**config.mk**
```make
export PLATFORM = sky130hd
export DESIGN_NAME = barrel_shifter
export DESIGN_NICKNAME = d
export VERILOG_FILES = /design/src/rtl/barrel_pkg.sv /design/src/rtl/barrel_rot_net.sv /design/src/rtl/barrel_shifter.sv
export SDC_FILE = /design/constraint.sdc
export NUM_CORES = 1
export LEC_CHECK = 0
export CAP_MARGIN = 5
export CORE_UTILIZATION = 40
export CTS_BUF_LIST = sky130_fd_sc_hd__clkbuf_8
export DETAILED_ROUTE_END_ITERATION = 8
export GPL_ROUTABILITY_DRIVEN = 1
export PLACE_DENSITY_LB_ADDON = 0.1
export SLEW_MARGIN = 20
export SYNTH_ARGS = -nofsm -noshare
export SYNTH_HDL_FRONTEND = slang
export SYNTH_HIERARCHICAL = 1
export SYNTH_SLANG_ARGS = --single-unit
```
**constraint.sdc**
```tcl
create_clock -name clk -period 1.15 [get_ports clk]
set_input_delay 0.23 -clock clk [delete_from_list [all_inputs] [get_ports clk]]
set_output_delay 0.23 -clock clk [all_outputs]
set_load 0.05 [all_outputs]
```
**src/rtl/barrel_pkg.sv**
```systemverilog
// Shared types and reference rotate function for the barrel rotator.
package barrel_pkg;

  localparam int unsigned BS_WIDTH = 16;
  localparam int unsigned BS_SHW   = $clog2(BS_WIDTH);

  typedef logic [BS_WIDTH-1:0] word_t;

  // Reference rotate-right: result[i] = word[(i + amt) mod BS_WIDTH]
  function automatic word_t rotr(input word_t word, input int unsigned amt);
    word_t r;
    r = '0;
    for (int unsigned i = 0; i < BS_WIDTH; i++) begin
      r[BS_SHW'(i)] = word[BS_SHW'((i + amt) % BS_WIDTH)];
    end
    return r;
  endfunction

endpackage

```
**src/rtl/barrel_rot_net.sv**
```systemverilog
// Combinational log2(WIDTH)-stage rotate network; DIR 0 rotates right, 1 rotates left.
module barrel_rot_net #(
  parameter int unsigned WIDTH = 16,
  parameter bit          DIR   = 1'b0
) (
  input  logic [WIDTH-1:0]         in_word,
  input  logic [$clog2(WIDTH)-1:0] amt,
  output logic [WIDTH-1:0]         out_word_c
);

  localparam int unsigned SHW = $clog2(WIDTH);

  logic [WIDTH-1:0] stg [SHW+1];

  assign stg[0] = in_word;

  // Stage k rotates by 2^k when amt[k] is set
  for (genvar k = 0; k < SHW; k++) begin : g_stage
    localparam int unsigned STEP = 1 << k;
    logic [WIDTH-1:0] rot;

    if (DIR == 1'b0) begin : g_right
      assign rot = {stg[k][STEP-1:0], stg[k][WIDTH-1:STEP]};
    end else begin : g_left
      assign rot = {stg[k][WIDTH-STEP-1:0], stg[k][WIDTH-1:WIDTH-STEP]};
    end

    assign stg[k+1] = amt[k] ? rot : stg[k];
  end

  assign out_word_c = stg[SHW];

endmodule

```
**src/rtl/barrel_shifter.sv**
```systemverilog
// Registered dual-direction barrel rotator with one cycle of latency.
module barrel_shifter
  import barrel_pkg::*;
#(
  parameter int unsigned WIDTH = BS_WIDTH,
  parameter int unsigned SHW   = $clog2(WIDTH)
) (
  input  logic             clk,
  input  logic             rst,
  input  logic [WIDTH-1:0] in,
  input  logic [SHW-1:0]   rt,
  input  logic             in_vld,
  output logic [WIDTH-1:0] out_rh,
  output logic [WIDTH-1:0] out_lf,
  output logic             out_vld
);

  logic [WIDTH-1:0] rh_c;
  logic [WIDTH-1:0] lf_c;
  logic [WIDTH-1:0] out_rh_d, out_rh_q;
  logic [WIDTH-1:0] out_lf_d, out_lf_q;
  logic             out_vld_d, out_vld_q;

  barrel_rot_net #(.WIDTH(WIDTH), .DIR(1'b0)) u_net_rh (
    .in_word    (in),
    .amt        (rt),
    .out_word_c (rh_c)
  );

  barrel_rot_net #(.WIDTH(WIDTH), .DIR(1'b1)) u_net_lf (
    .in_word    (in),
    .amt        (rt),
    .out_word_c (lf_c)
  );

  // Results only update on a valid input; otherwise the last result is held
  always_comb begin
    out_rh_d  = out_rh_q;
    out_lf_d  = out_lf_q;
    out_vld_d = in_vld;
    if (in_vld) begin
      out_rh_d = rh_c;
      out_lf_d = lf_c;
    end
  end

  always_ff @(posedge clk or posedge rst) begin
    if (rst) begin
      out_rh_q  <= '0;
      out_lf_q  <= '0;
      out_vld_q <= 1'b0;
    end else begin
      out_rh_q  <= out_rh_d;
      out_lf_q  <= out_lf_d;
      out_vld_q <= out_vld_d;
    end
  end

  assign out_rh  = out_rh_q;
  assign out_lf  = out_lf_q;
  assign out_vld = out_vld_q;

endmodule

```
# --- After elaboration in Yosys (flattened, before gate mapping) ---
# Cells that the tools add are included.
totals:
  reg_bits: 33
  input_bits: 23
  output_inout_bits: 33
  elab_cells: 11
op_classes:
  mux: 8
ops:
  columns: ["op", "count"]
  rows:
  - ["16-bit 2-to-1 mux", 8]

# --- Longest topological paths before layout ---
# Gate-level depths: netlist of run 1.
depth:
  word_depth: 4
  ltp_mapped: 5
  depth_no_buf: 3

# --- Cells and area by module ---
# Netlist of run 1, hierarchy kept.
by_module_without_submodules:
  columns: ["module", "instances", "cells_per_inst", "area_each_um2", "seq_area_each_um2"]
  rows:
  - ["barrel_shifter", 1, 70, 1373.8, 825.8]
  - ["barrel_rot_net at u_net_lf", 1, 40, 830.8, 0.0]
  - ["barrel_rot_net at u_net_rh", 1, 40, 823.3, 0.0]

# --- Least setup slack after synthesis of run 1 ---
# Ideal clock, no wire load.
synth_path:
  path_type: "input to register"
  startpoint: "input rt[3]"
  endpoint: "register out_lf_q[12] (netlist: out_lf[12])"
  setup_ps: 125
  arrival_ps: 1742
  required_ps: 1025
  slack_ps: -717
  stages: 4
  n_path_buf: 1
  path_cell_list: "buf_2 -> mux4_1 -> mux4_1 -> mux2_4"
synth_between:
  elab_chain_len: 1
synth_lines:
  columns: ["element", "line_no", "text"]
  rows:
  - ["start, declared", "barrel_shifter.sv:11", "input logic [SHW-1:0] rt,"]
  - ["16-bit 2-to-1 mux", "barrel_rot_net.sv:28", "assign stg[k+1] = amt[k] ? rot : stg[k];"]
  - ["net lf_c[12]", "barrel_shifter.sv:19", "logic [WIDTH-1:0] lf_c;"]
  - ["end signal, assigned", "barrel_shifter.sv:54", "out_lf_q <= out_lf_d;"]
  - ["end, declared", "barrel_shifter.sv:21", "logic [WIDTH-1:0] out_lf_d, out_lf_q;"]
# The timed path passes the listed nets, and every way through them passes these cells.
# A chain may end at the register's enable or synchronous reset.

# --- Final worst setup path of run 1 ---
layout_path:
  startpoint: "input rt[3]"
  endpoint: "register out_lf_q[4] (netlist: out_lf[4])"
# Same word-level chain as after synthesis.

==> results of run 1 <==
==> what timing repair did <==
| item | in CTS | in global routing |
|---|---|---|
| cloned | 4 | 0 |
| buffers inserted | 3 | 0 |
| hold buffers | 0 | 0 |
| resized for setup | 105 | 4 |
| setup endpoints to repair | 32 | 32 |
==> layout by cell type, fill, tap and decap left out, drive strengths merged <==
cell	n
mux2	32
mux4	64
clkdlybuf4s15	1
dfrtp	33
buf	74
clkdlybuf4s50	2
inv	2
clkbuf	5
clkinv	2
==> path summary, 6_finish.rpt <==
path,from,endpoint,slack [ns],cells past startpoint
max,rt[3],out_lf[4],-0.51,5
min,rst,out_rh[7],0.30,3
max reg2reg,out_lf[4],out_lf[4],0.33,1
min reg2reg,out_lf[2],out_lf[2],0.58,1
max in group asynchronous,rst,out_lf[5],0.68,3
min in group clk,in_vld,out_vld,0.34,2
==> final cells by class <==
type                            count  area, um2
Inverter                            1       3.75
Tap cell                           99        124
Clock buffer                        5       68.8
Clock inverter                      3       13.8
Fill cell                         582       3160
Multi-Input combinational cell     96       1920
Timing Repair Buffer               77       1170
Sequential cell                    33        826
==> cell families (layout without fill, tap and decap cells) <==
kind of cell | Yosys count | count (layout) | synth area share (%)
buf+inv | 21 | 86 | 6.28
flops | 33 | 33 | 27.3
mux | 96 | 96 | 66.4
==> metrics by stage <==
| stage | instances | hold WS, ns |
|---|---|---|
| after floorplan | 150 | 0.261 |
| after global placement | 299 | 0.558 |
| after detailed placement | 299 | 0.560 |
| after CTS | 314 | 0.302 |
| after global routing | 314 | 0.313 |
| final | 314 | 0.298 |
==> power by group through the flow <==
stage               registers [mW]  clock network [mW]  logic, mW
detailed placement            1.68                   0       3.15
floorplan                     2.34                   0       1.07
CTS                           1.66               0.859       3.22
finish                        1.66               0.823       3.20
global placement              1.66                   0       3.12
global route                  1.69               0.911       3.33
==> state kept, by name, indices dropped and copies added, names as in the netlist <==
name	cells
out_vld	1
out_rh	16
out_lf	16
==> routing by layer <==
layer | vias up | global-route usage (%) | wire length [um]
li1 | 784 | - | -
met1 | 990 | 28.0 | 2910
met2 | 141 | 29.6 | 3380
met3 | 13 | 5.26 | 679
met4 | 0 | 6.20 | 136
met5 | - | 0 | 0
==> results_dict.tcl, run 1 <==
set metrics [dict create \
    ioPinCount 56 \
    std_cell_rows 31 \
    dieArea_um2 7920 \
    yosys.area.top_type "mux4_2" \
    p_per_area_nw_per_um2 1380 \
    rsz0062_at_grt "true" \
    cts_tree "yes" \
    crit_top_cell "mux4_2" \
    synth-seq-cells 33 \
    vias_per_cell 6.14 \
    track_usage_pct 19.6 \
    cts_buffers 5 \
    peakVddDrop_uv 399 \
    cp.buffers_inverters 2 \
    grt_pass1_vias 1992 \
    htreeDepth 2 \
    grt_overflow 0 \
    synth.distinct_cells 11 \
    vias 1928 \
    synthTopCellsByCount "mux4_2 (38), dfrtp_1 (33), mux2_4 (30)" \
    synthArstFlopShare_pct 100 \
    fin_crit_ns 1.66 \
    synth.top_cell.area_share_pct 28.3 \
    die_h_um 89.0 \
    relSlewSlack_pct 87.1 \
    synth.net_count 173 \
    outcome "complete, but fails checks" \
    place.gp.congestion 0.844 \
    cp_data_arrival_time_ns 1.82 \
    cts.sinks 33 \
    place_ws_ns -1.38 \
    pwr-share-seq_pct 29.1 \
    slowest_delay_ns 0.58 \
    leakage_nw 1.69 \
    fp.dieW_um 89.0 \
    power_frac_comb_pct 56.4 \
    netlist_top_cells_area "mux4_2 (28%), dfrtp_1 (27%), mux4_1 (23%)" \
    switching_power_mw 2.12 \
    ys.warnings.count 6 \
    place_hpwl_um 5130 \
    synth_cells 150 \
    worst_pin_slew_ns 0.193 \
    clock_skew_ns 0 \
    drt_iter0_drc 126 \
    core-area_um2 7290 \
    fin_ws_ns -0.508 \
    ant_nets 0 \
    yosysMostFrequentCell "mux4_2" \
    placedInstanceArea_um2 4010 \
    syn_area_um2 3030 \
    ys.flop_type "dfrtp_1" \
    cp_slowest_cell "mux4_2" \
    worstSetupEndpointType "register" \
    utilization_pct 56.6 \
    stdcell_area_um2 4130 \
    grt_antenna_before_repair 0 \
    power_frac_clock_pct 14.5 \
    drive_above_1_share_pct 82.8 \
    final_nets 237 \
    cp.required_ns 1.31 \
    path_delay_family "multiplexers" \
    hold_class "in2async" \
    tns_ns -14.99 \
    setup_viol 32 \
    crit_fanout 8 \
    intPower_mw 3.56 \
    total_power_mw 5.68 \
    synth.avg_cell_area_um2 20.2 \
    finalCritPeriodShare_pct 144 \
    critPathKind "in2reg" \
    syn_to_final_growth_pct 36.3 \
    worstSkewPairLatency_ns 0.28 \
    drv_cap 0 \
    cp_cell_sequence "buf_8, buf_12, mux4_2, mux4_2, mux2_4" \
    start_kind "primary input" \
    drt_first_pass_iters 4 \
    routed_wl_um 7100 \
    drc 0 \
    grt_max_degree 34 \
    hold_viol_final 0 \
    wl_per_cell_um 22.6 \
    antennaDiodeCount 0 \
    violations "setup timing" \
    initial_core_util_pct 41.5 \
    port_buffers 55 \
    fmax_ghz 0.603 \
    root_buffer "clkbuf_8" \
    clk_pin_slew_ns 0.07 \
    netSwitchingFraction_pct 37.3 \
    slew_viol_final 0 \
    synth_edf_count 0 \
    ys_seq_area_share_pct 27.3 \
    cts_max_path_buffers 2 \
    grt_pass1_wl_um 11400 \
]
Note: power is estimated with default switching activity, not from simulation.
==> run 2, diff against run 1 <==
--- a/config.mk
+++ b/config.mk
@@ -8,6 +8,7 @@
 export CAP_MARGIN = 5
 export CORE_UTILIZATION = 40
 export CTS_BUF_LIST = sky130_fd_sc_hd__clkbuf_8
+export CTS_CLUSTER_DIAMETER = 80
 export DETAILED_ROUTE_END_ITERATION = 8
 export GPL_ROUTABILITY_DRIVEN = 1
 export PLACE_DENSITY_LB_ADDON = 0.1
==> results of run 2 <==
The final DEF is identical to that of run 1; final timing and power are the same.
